==> src/rtl/param_pipe_adder_pkg.sv <==
// Shared helpers for the segmented pipelined adder:
// segment sizing, configuration sanity and saturation limits.
package param_pipe_adder_pkg;

    localparam int MAXW = 1024;

    function automatic int seg_w(input int w, input int s);
        return (s >= 1) ? w / s : w;
    endfunction

    function automatic bit cfg_ok(input int w, input int s);
        return (s >= 1) && (w >= s) && (w <= MAXW) && ((w % s) == 0);
    endfunction

    // neg=1 gives signed min {1,0..0}; neg=0 gives signed max {0,1..1}
    function automatic logic [MAXW-1:0] sat_lim(input int w, input bit neg);
        logic [MAXW-1:0] r;
        r = '0;
        for (int i = 0; i < MAXW; i++) begin
            if (i < w - 1)
                r[i] = ~neg;
            else if (i == w - 1)
                r[i] = neg;
        end
        return r;
    endfunction

endpackage

==> src/rtl/param_pipe_adder_seg.sv <==
// One carry-chain segment: plain W-bit full adder.
module adder_seg #(
    parameter int W = 4
) (
    input  logic [W-1:0] i_a,
    input  logic [W-1:0] i_b,
    input  logic         i_ci,
    output logic [W-1:0] o_s,
    output logic         o_co
);

    assign {o_co, o_s} = {1'b0, i_a} + {1'b0, i_b} + {{W{1'b0}}, i_ci};

endmodule

==> src/rtl/param_pipe_adder.sv <==
// Add/subtract unit with the carry chain cut into STAGES registered
// segments; operands are skewed in, results deskewed out.
module param_pipe_adder
    import param_pipe_adder_pkg::*;
#(
    parameter int WIDTH  = 16,
    parameter int STAGES = 4,
    parameter bit SAT    = 1'b0
) (
    input  logic             clk,
    input  logic             rst,
    input  logic             ce,
    input  logic             in_valid,
    input  logic             sub,
    input  logic [WIDTH-1:0] a,
    input  logic [WIDTH-1:0] b,
    input  logic             cin,
    output logic             out_valid,
    output logic [WIDTH-1:0] sum,
    output logic             cout,
    output logic             ovf
);

    localparam int SEG = seg_w(WIDTH, STAGES);
    localparam int MSB = WIDTH - 1;
    localparam logic [WIDTH-1:0] SMAX = WIDTH'(sat_lim(WIDTH, 1'b0));
    localparam logic [WIDTH-1:0] SMIN = WIDTH'(sat_lim(WIDTH, 1'b1));

    if (!cfg_ok(WIDTH, STAGES)) begin : g_cfg_err
        $error("param_pipe_adder: bad WIDTH/STAGES");
    end

    logic [WIDTH-1:0]  w_bp;
    logic              w_c0;
    logic [STAGES-1:0] w_cq;
    logic [WIDTH-1:0]  w_raw;
    logic              w_ovf;
    logic              r_sa;
    logic              r_sb;
    logic [STAGES-1:0] r_v;
    logic              r_ov;
    logic [WIDTH-1:0]  r_sum;
    logic              r_cout;
    logic              r_ovf;

    assign w_bp = sub ? ~b : b;
    assign w_c0 = sub ? ~cin : cin;

    for (genvar k = 0; k < STAGES; k++) begin : g_stage
        logic [SEG-1:0] w_a;
        logic [SEG-1:0] w_b;
        logic [SEG-1:0] w_s;
        logic           w_ci;
        logic           w_co;
        logic           r_co;
        logic [SEG-1:0] r_ds [STAGES-k];

        if (k == 0) begin : g_in
            assign w_a  = a[SEG-1:0];
            assign w_b  = w_bp[SEG-1:0];
            assign w_ci = w_c0;
        end else begin : g_skew
            logic [SEG-1:0] r_ska [k];
            logic [SEG-1:0] r_skb [k];

            always_ff @(posedge clk) begin
                if (ce) begin
                    r_ska[0] <= a[k*SEG +: SEG];
                    r_skb[0] <= w_bp[k*SEG +: SEG];
                    for (int j = 1; j < k; j++) begin
                        r_ska[j] <= r_ska[j-1];
                        r_skb[j] <= r_skb[j-1];
                    end
                end
            end

            assign w_a  = r_ska[k-1];
            assign w_b  = r_skb[k-1];
            assign w_ci = w_cq[k-1];
        end

        adder_seg #(.W(SEG)) u_seg (
            .i_a  (w_a),
            .i_b  (w_b),
            .i_ci (w_ci),
            .o_s  (w_s),
            .o_co (w_co)
        );

        always_ff @(posedge clk) begin
            if (ce) begin
                r_co    <= w_co;
                r_ds[0] <= w_s;
                for (int j = 1; j < STAGES - k; j++)
                    r_ds[j] <= r_ds[j-1];
            end
        end

        assign w_cq[k]             = r_co;
        assign w_raw[k*SEG +: SEG] = r_ds[STAGES-1-k];

        // Sign bits ride with the top segment so ovf lines up with w_raw
        if (k == STAGES - 1) begin : g_sign
            always_ff @(posedge clk) begin
                if (ce) begin
                    r_sa <= w_a[SEG-1];
                    r_sb <= w_b[SEG-1];
                end
            end
        end
    end

    assign w_ovf = (r_sa == r_sb) && (w_raw[MSB] != r_sa);

    always_ff @(posedge clk) begin
        if (rst) begin
            r_v    <= '0;
            r_ov   <= 1'b0;
            r_sum  <= '0;
            r_cout <= 1'b0;
            r_ovf  <= 1'b0;
        end else if (ce) begin
            r_v[0] <= in_valid;
            for (int j = 1; j < STAGES; j++)
                r_v[j] <= r_v[j-1];
            r_ov <= r_v[STAGES-1];
            if (r_v[STAGES-1]) begin
                if (SAT && w_ovf)
                    r_sum <= r_sa ? SMIN : SMAX;
                else
                    r_sum <= w_raw;
                r_cout <= w_cq[STAGES-1];
                r_ovf  <= w_ovf;
            end else begin
                r_sum  <= '0;
                r_cout <= 1'b0;
                r_ovf  <= 1'b0;
            end
        end
    end

    assign out_valid = r_ov;
    assign sum       = r_sum;
    assign cout      = r_cout;
    assign ovf       = r_ovf;

endmodule

==> config.mk <==
export PLATFORM = sky130hd
export DESIGN_NAME = param_pipe_adder
export DESIGN_NICKNAME = d
export VERILOG_FILES = /design/src/rtl/param_pipe_adder_pkg.sv /design/src/rtl/param_pipe_adder_seg.sv /design/src/rtl/param_pipe_adder.sv
export SDC_FILE = /design/constraint.sdc
export NUM_CORES = 1
export LEC_CHECK = 0
export CAP_MARGIN = 20
export CORE_MARGIN = 1.5
export CORE_UTILIZATION = 30
export DETAILED_ROUTE_END_ITERATION = 10
export GPL_TIMING_DRIVEN = 0
export PLACE_DENSITY_LB_ADDON = 0.12
export RECOVER_POWER = 50
export SLEW_MARGIN = 25
export SYNTH_ARGS = -nofsm -noshare
export SYNTH_HDL_FRONTEND = slang
export SYNTH_HIERARCHICAL = 1
export SYNTH_SLANG_ARGS = --single-unit
==> constraint.sdc <==
create_clock -name clk -period 2.19 [get_ports clk]
set_clock_uncertainty 0.05 [all_clocks]
set_input_delay 0.3285 -clock clk [delete_from_list [all_inputs] [get_ports clk]]
set_output_delay 0.3285 -clock clk [all_outputs]
set_load 0.02 [all_outputs]
==> results of run 1 <==
==> cells in the final DEF, fill, tap and decap left out, types with 5 or more instances in the layout <==
master	instances
bufinv_16	5
inv_1	16
edfxtp_1	94
xor2_1	17
dlygate4sd3_1	14
a22oi_2	9
xnor2_1	8
clkdlybuf4s50_1	40
nor2_1	22
clkbuf_1	7
fa_1	8
ha_1	12
dfxtp_1	23
o21ai_0	5
a22oi_1	8
clkbuf_16	17
==> sequential cells by signal, indices dropped and copies added, names as in the netlist <==
register              count
cout                      1
g_stage.r_ds             40
g_stage.r_co              4
r_v                       4
g_stage.g_skew.r_ska     24
r_sb                      1
sum                      16
r_sa                      1
ovf                       1
out_valid                 1
g_stage.g_skew.r_skb     24
==> per-layer routing <==
layer,up-vias,track usage (%)
met1,1028,10.17
met4,0,6.288
li1,1073,-
met3,13,4.338
met2,57,13.54
met5,-,0
==> cell type report <==
class / count / share of cell area, %
flip-flops and latches: 117 / 56.22
clock buffers: 20 / 7.478
inverters: 17 / 1.093
plain buffers: 8 / 1.028
clock inverters: 11 / 3.128
multi-input cells: 115 / 17.18
well taps: 184 / 3.943
repair buffers: 56 / 9.921
==> cell families (layout without fill, tap and decap cells) <==
| kind of cell | Yosys count | in the layout | synth area share (%) |
|---|---|---|---|
| AOI/OAI and AO/OA | 32 | 32 | 6.177 |
| xor gates and xnor gates | 25 | 25 | 4.959 |
| adders and majority gates | 20 | 20 | 7.027 |
| buffers and inverters | 25 | 112 | 2.918 |
| DFF | 117 | 117 | 74.36 |
| muxes | 4 | 4 | 0.9068 |
| and+or+nand+nor | 34 | 34 | 3.655 |
==> final timing paths <==
kind                                       from                        endpoint  slack, ps  depth (start not counted)
setup / recovery                           b[0]                 g_stage[0].r_co        420                          8
setup reg to reg  g_stage[3].g_skew.r_ska[0][8]                 g_stage[3].r_co        460                          6
hold reg to reg           g_stage[0].r_ds[1][3]           g_stage[0].r_ds[2][3]        360                          0
hold / removal                               ce  g_stage[3].g_skew.r_skb[0][10]        280                          1
==> worst reg2reg max path: stages, from the launching register on <==
cell	delay (ps)
edfxtp_1	400
fa_1	490
inv_1	90
fa_1	200
nor2b_1	50
o21ai_0	140
nand2b_1	70
==> power groups by stage <==
stage,registers (mW),clock network (mW),logic (mW)
final,2.72,2.90,0.364
after floorplan,2.74,0,0.217
after global placement,2.77,0,0.368
after CTS,2.72,2.99,0.381
after detailed placement,2.76,0,0.380
after global routing,2.74,3.07,0.416
==> per-stage QoR <==
stage          setup slack (ps)  TNS [ps]
5_1_grt                   267.7         0
2_1_floorplan             316.2         0
6_report                  416.0         0
3_3_place_gp              -2683   -262160
4_1_cts                   388.5         0
3_5_place_dp            -0.8882   -0.8882
==> metrics.cfg, run 1 <==
[cts]
root_buffer = clkbuf_16
post_cts_buffers = 0
cts_buffers = 17
cts-resized-gates = 0
ctsHtreeMaxLevel = 4
cts_buffer_depth = 2
clkTransAtPathRegs_ps = 50
clk_latency_ps = 410
cts_tree = yes
holdBufCountCts = 0
cts_sinks = 117

[floorplanning]
start_util_pct = 30.50
die-area_mm2 = 0.01546
core_mm2 = 0.01448
ios = 57
fp.dieW_um = 124.3
die_y_um = 124.3
num_rows = 44

[cells_and_area]
area_growth_pct = 32.25
seq_area_mm2 = 0.003283
finalInstanceArea_mm2 = 0.005839
diodes = 0
multi_input_area_mm2 = 0.001003
finish.utilization_pct = 40.33
final_cells = 528
nets = 390
fill_cells = 1346
drive_gt1_share_pct = 13.37

[logic_synthesis]
synth_cell_types = 27
synth_seq_cells = 117
async_flop_share_pct = 0
postSynthAreaPerCell_um2 = 17.18
synthesis.area_mm2 = 0.004415
synth_edf_count = 94
synth_warnings = 6
seq_area_frac_synth_pct = 74.36
synth.top_cell.area_share_pct = 63.93
postSynthCellCount = 257
yosys.area.top_type = edfxtp_1
syn_nets = 315
synthTopCellsByCount = 94 x edfxtp_1, 23 x dfxtp_1, 22 x nor2_1, 17 x xor2_1, 16 x inv_1
synth.area.top_cells = edfxtp_1 64%, dfxtp_1 10%, fa_1 3.6%
synth_ff_type = edfxtp_1
synth.most_common_cell = edfxtp_1

[sta]
post-route-period-util_pct = 81.00
maxSlewHeadroom_pct = 45.01
drv_slew = 0
finalCriticalPeriod_ps = 1774
clock.fmax_ghz = 0.5637
hold_violations = 0
hold_slack_ps = 283.1
worst_slew_pin_slew_ps = 824.9
finalSetupViolCount = 0
grt_setup_unrepaired = no

[critical_path]
path_cells = clkdlybuf4s50_1 -> xor2_1 -> fa_1 -> inv_1 -> fa_1 -> nor2b_1 -> o21ai_0 -> nand2b_1
required_ps = 2290
cp-end-kind = flip-flop
critPathLaunchType = input port
cp_max_fo = 2
critPathMaxStageDelay_ps = 440
cp_common_cell = fa_1
cpLargestDelayFamily = adder cells
crit_buf_inv = 2
critPathKind = in -> reg
crit_slowest_cell = fa_1
crit_arrival_ps = 1880

[power]
p_int_mw = 4.838
design_power_total_mw = 5.980
ir_worst_vdd_uv = 505.9
seqPwrFrac_pct = 45.4
p_per_area_mw_per_mm2 = 1024
power.share.switching_pct = 19.10
pwr-share-comb_pct = 6.1
switchingPower_mw = 1.142
clock_power_share_pct = 48.5
p_leak_nw = 2.146

[run_status]
status = completed

[placed_design]
dp.cells = 497
portBuffers = 55
dpl-instance-area_mm2 = 0.005225
gp_congestion = 0.6971
dp_hpwl_um = 4063

[detailed_routing]
top_layer = met4
drc = 0
drt_pass1_iterations = 4
first_iter_violations = 131
num_vias = 2171
routed_wl_um = 6341
dr_wl_met3_um = 369
ant_nets = 0
met1_length_um = 2867
wl_met2_um = 2935
wl_per_cell_um = 12.01
viasPerCell = 4.112

[global_route]
grt_pass1_vias = 2158
grt_max_degree = 58
grt_use_total_pct = 9.055
grt_pass1_wl_um = 10340
grt-ovfl-total = 0
antenna_found_initial = 0

[worst_hold_path]
hp-class = in -> reg

[flow_run]
maxCapViolations = 0

No activity file was read; power rests on OpenSTA's default activity.
==> run 2: changes to the inputs <==
==> constraint.sdc (replaced) <==
create_clock -name clk -period 1.7 [get_ports clk]
set_clock_uncertainty 0.05 [all_clocks]
set_input_delay 0.255 -clock clk [delete_from_list [all_inputs] [get_ports clk]]
set_output_delay 0.255 -clock clk [all_outputs]
set_load 0.02 [all_outputs]
==> run 2 against run 1 <==
Net effect: critical path depth down 3; worst hold slack got worse by 78 ps; sequential share of layout area did not move.
==> metrics.cfg, run 2 (same netlist as run 1, synthesis figures left out) <==
[sta]
post-route-period-util_pct = 97.24
grt_setup_unrepaired = yes
hold_slack_ps = 205.1
worst_slew_pin_slew_ps = 516.4
setup_slack_ps = 46.95
finalSetupViolCount = 0
hold_violations = 0
finalCriticalPeriod_ps = 1653
clock.fmax_ghz = 0.6049
drv_slew = 0
maxSlewHeadroom_pct = 65.57

[cts]
clkTransAtPathRegs_ps = 50
clk_latency_ps = 400
cts_sinks = 117
cts_tree = yes
cts_buffers = 17
cts_buffer_depth = 2
ctsHtreeMaxLevel = 4
holdBufCountCts = 0
root_buffer = clkbuf_16

[placed_design]
dp.cells = 497
place_ws_ps = -422.0
dp_hpwl_um = 4109
gp_congestion = 0.6909
portBuffers = 55

[power]
ir_worst_vdd_uv = 658.3
p_per_area_mw_per_mm2 = 1231
p_leak_nw = 2.353
design_power_total_mw = 7.188

[cells_and_area]
nets = 391
fill_cells = 1356
largest_reg_flops = 40
layout_common_cells = 94 x edfxtp_1, 24 x dlygate4sd3_1, 23 x dfxtp_1, 22 x nor2_1, 17 x clkbuf_16
reg_top3 = g_stage.r_ds (40), g_stage.g_skew.r_ska (24), g_stage.g_skew.r_skb (24)
diodes = 0
area_growth_pct = 32.25
drive_gt1_share_pct = 17.34
regMostFlops = g_stage.r_ds
mostFrequentLayoutCell = edfxtp_1
final_cells = 530

[critical_path]
critPathKind = reg -> reg
crit_slowest_cell = fa_2
crit_arrival_ps = 1760
path_cells = fa_2 -> buf_4 -> a21o_1 -> a21oi_2 -> xnor2_1
critPathLaunchType = flip-flop
r2r_slack_ps = 50
cp-end-kind = flip-flop
cp_max_fo = 2
required_ps = 1800
crit_buf_inv = 1
cpLargestDelayFamily = adder cells
critPathMaxStageDelay_ps = 440

[global_route]
grt_max_degree = 59
grt_pass1_vias = 2268
grt-ovfl-total = 0
grt_use_total_pct = 9.093
antenna_found_initial = 0
grt_pass1_wl_um = 10670

[detailed_routing]
first_iter_violations = 141
drc = 0
num_vias = 2177
routed_wl_um = 6392
viasPerCell = 4.108
wl_per_cell_um = 12.06
ant_nets = 0
drt_pass1_iterations = 4

[worst_hold_path]
hp-class = in -> reg

[floorplanning]
fp.dieW_um = 124.3
num_rows = 44
ios = 57
core_mm2 = 0.01448
die-area_mm2 = 0.01546
die_y_um = 124.3
start_util_pct = 30.50

[flow_run]
maxCapViolations = 0

[run_status]
status = completed

run 2: cell types whose count changed in the layout (fill, tap and decap cells not counted), moves of 4 or more:
| cell | change |
|---|---|
| dlymetal6s2s_1 | +13 |
| fa_2 | +8 |
| dlygate4sd3_1 | +10 |
| clkdlybuf4s50_1 | -25 |
| fa_1 | -8 |
| o21ai_0 | -4 |
| bufinv_16 | -4 |
| o21ai_1 | +4 |
run 2: metrics by stage:
stage | cell area [µm²] | setup TNS (ps) | util [%]
after floorplan | 4434 | 0 | -
after global placement | 5215 | -317270 | 36.02
after detailed placement | 5244 | -2852 | 36.22
after CTS | 5787 | 0 | 39.97
after global routing | 5839 | -66.97 | 40.33
final | 5839 | 0 | 40.33
run 2: final cells by class:
type / count / area [µm²] / area share (%)
Timing Repair Buffer: 57 / 616.8 / 10.56
Clock inverter: 6 / 56.30 / 0.9642
Tap cell: 184 / 230.2 / 3.943
Multi-Input combinational cell: 115 / 1039 / 17.78
Clock buffer: 26 / 479.2 / 8.207
Inverter: 17 / 63.81 / 1.093
Sequential cell: 117 / 3283 / 56.22
Buffer: 8 / 71.32 / 1.221
run 2: power breakdown:
group	switching (mW)	total [mW]	internal [mW]	leakage (nW)
logic	0.238	0.487	0.248	0.987
clock network	1.13	3.20	2.07	0.260
registers	0.0759	3.50	3.43	1.11
run 2: final timing paths:
path                          from                       endpoint  cells past startpoint
max reg2reg        g_stage[2].r_co          g_stage[3].r_ds[0][3]                      5
min                            sub  g_stage[1].g_skew.r_skb[0][0]                      2
min reg2reg  g_stage[1].r_ds[0][0]          g_stage[1].r_ds[0][4]                      0
max                g_stage[2].r_co          g_stage[3].r_ds[0][3]                      5
run 2: what timing repair did:
item,CTS,global route
endpoints found under the setup margin,5,16
pin swaps,0,6
setup buffers,0,1
resized for setup,6,20
run 2: metal layers:
layer / wire [µm] / vias to the layer above / GRT usage (%) / share of wire [%]
met5: 0 / - / 0 / 0
li1: - / 1079 / - / -
met3: 271 / 15 / 3.565 / 4.2
met2: 2977 / 49 / 13.80 / 47
met4: 177 / 0 / 6.491 / 2.8
met1: 2966 / 1034 / 10.48 / 46
run 2: worst reg2reg max path, cell delays in order (launching register included):
cell	delay, ps
edfxtp_1	400
fa_2	440
buf_4	150
a21o_1	180
a21oi_2	130
xnor2_1	70
==> run 3: changes to the inputs <==
==> constraint.sdc (replaced) <==
create_clock -name clk -period 1.7 [get_ports clk]
set_clock_uncertainty 0.05 [all_clocks]
set_input_delay 0.255 -clock clk [delete_from_list [all_inputs] [get_ports clk]]
set_output_delay 0.255 -clock clk [all_outputs]
set_load 0.1 [all_outputs]
==> run 3 against run 2 <==
Net effect: power barely moved; combinational power rose by 0.8%; clock power barely moved; critical path depth did not move; count of clock-buffer cells in the layout did not move; register-to-register slack barely moved; largest power group unchanged.
==> metrics.cfg, run 3 (same netlist as run 1, synthesis figures left out) <==
[global_route]
antenna_found_initial = 0
grt_max_degree = 59
grt_pass1_wl_um = 10720
grt_use_total_pct = 9.131
grt-ovfl-total = 0
grt_pass1_vias = 2271

[cells_and_area]
drive_gt1_share_pct = 22.83
regMostFlops = g_stage.r_ds
diodes = 0
reg_top3 = g_stage.r_ds (40), g_stage.g_skew.r_ska (24), g_stage.g_skew.r_skb (24)
layout_common_cells = 94 x edfxtp_1, 24 x dlygate4sd3_1, 23 x dfxtp_1, 22 x nor2_1, 19 x clkdlybuf4s15_2
mostFrequentLayoutCell = edfxtp_1
area_growth_pct = 32.22
nets = 391
largest_reg_flops = 40

[placed_design]
dp_hpwl_um = 4109
place_ws_ps = -422.0
gp_congestion = 0.6909
portBuffers = 55

[sta]
finalSetupViolCount = 0
finalCriticalPeriod_ps = 1655
clock.fmax_ghz = 0.6042
worst_slew_pin_slew_ps = 550.1
post-route-period-util_pct = 97.36
grt_setup_unrepaired = yes
maxSlewHeadroom_pct = 63.50
drv_slew = 0
hold_slack_ps = 205.0
setup_slack_ps = 44.92
hold_violations = 0

[detailed_routing]
num_vias = 2180
drc = 0
first_iter_violations = 137
routed_wl_um = 6367
wl_per_cell_um = 12.01
viasPerCell = 4.113
drt_pass1_iterations = 4
ant_nets = 0

[flow_run]
maxCapViolations = 0

[worst_hold_path]
min_to = g_stage[3].g_skew.r_ska[0][9]
min_from = ce
hp-class = in -> reg
hold-path-cell-count = 1

[critical_path]
r2r_cells = 5
cp_max_fo = 2
critPathMaxStageDelay_ps = 440
crit_arrival_ps = 1760
reg2reg_from = g_stage[2].r_co
critPathLaunchType = flip-flop
cpLargestDelayFamily = adder cells
crit_buf_inv = 1
critPathKind = reg -> reg
timing.rr.end = g_stage[3].r_ds[0][3]
path_cells = fa_2 -> buf_4 -> a21o_1 -> a21oi_2 -> xnor2_1
crit_slowest_cell = fa_2
cp-end-kind = flip-flop
required_ps = 1800
r2r_slack_ps = 40

[floorplanning]
core_mm2 = 0.01448
num_rows = 44
die-area_mm2 = 0.01546
start_util_pct = 30.50
ios = 57
fp.dieW_um = 124.3
die_y_um = 124.3

[cts]
holdBufCountCts = 0
clk_latency_ps = 400
cts_tree = yes
ctsHtreeMaxLevel = 4
cts_buffer_depth = 2
cts_sinks = 117
clkTransAtPathRegs_ps = 50
cts_buffers = 17
root_buffer = clkbuf_16

[power]
p_per_area_mw_per_mm2 = 1232
design_power_total_mw = 7.194
ir_worst_vdd_uv = 658.4
p_leak_nw = 2.143

[run_status]
status = completed

[run 3: changes by cell type in the layout (fill, tap and decap cells not counted), sizes merged]
| cell | previous run | this run |
|---|---|---|
| clkdlybuf4s50 | 15 | 9 |
| dlymetal6s2s | 13 | 2 |
| clkdlybuf4s15 | 0 | 19 |
| dlygate4sd2 | 2 | 0 |
[run 3: repair_timing]
action	CTS	global route
setup buffers	0	1
resized for setup	61	9
pin swaps	0	6
cloned	0	0
endpoints found under the setup margin	22	5
[run 3: how the worst max path moves through the flow]
stage / start / endpoint / slack (ps) / cells past startpoint
3_5_place_dp: b[0] / g_stage[0].r_co / -420 / 8
6_report: g_stage[2].r_co / g_stage[3].r_ds[0][3] / 40 / 5
2_1_floorplan: sub / g_stage[0].r_co / 20 / 8
3_3_place_gp: ce / sum[3] / -3140 / 6
4_1_cts: b[0] / g_stage[0].r_co / 9 / 8
5_1_grt: g_stage[2].r_co / g_stage[3].r_co / -40 / 6
[run 3: cell type report]
class | count | area [µm²]
clock buffer | 26 | 479.2
buffer | 8 | 71.32
multi-input combinational | 115 | 1039
sequential | 117 | 3283
inverter | 17 | 63.81
tap | 184 | 230.2
timing repair buffer | 57 | 615.6
fill | 1366 | 8641
clock inverter | 6 | 56.30
[run 3: where the power goes]
group	switching [mW]	total, mW	internal [mW]
clock network	1.13	3.20	2.07
logic	0.243	0.491	0.248
registers	0.0761	3.50	3.43
[run 3: metrics by stage]
step	instance area (µm²)	utilization [%]	cells	TNS [ps]
detailed placement	5244	36.22	497	-4130
global placement	5215	36.02	496	-318420
finish	5838	40.32	530	0
CTS	5813	40.15	529	0
floorplan	4434	-	257	0
global route	5838	40.32	530	-66.97
[run 3: metal layers]
metal	GRT usage, %	vias up	share of wire [%]	routed length (µm)
li1	-	1081	-	-
met1	10.51	1033	46	2935
met2	13.90	51	47	2982
met3	3.565	15	4.3	272
met4	6.491	0	2.8	177
met5	0	-	0	0
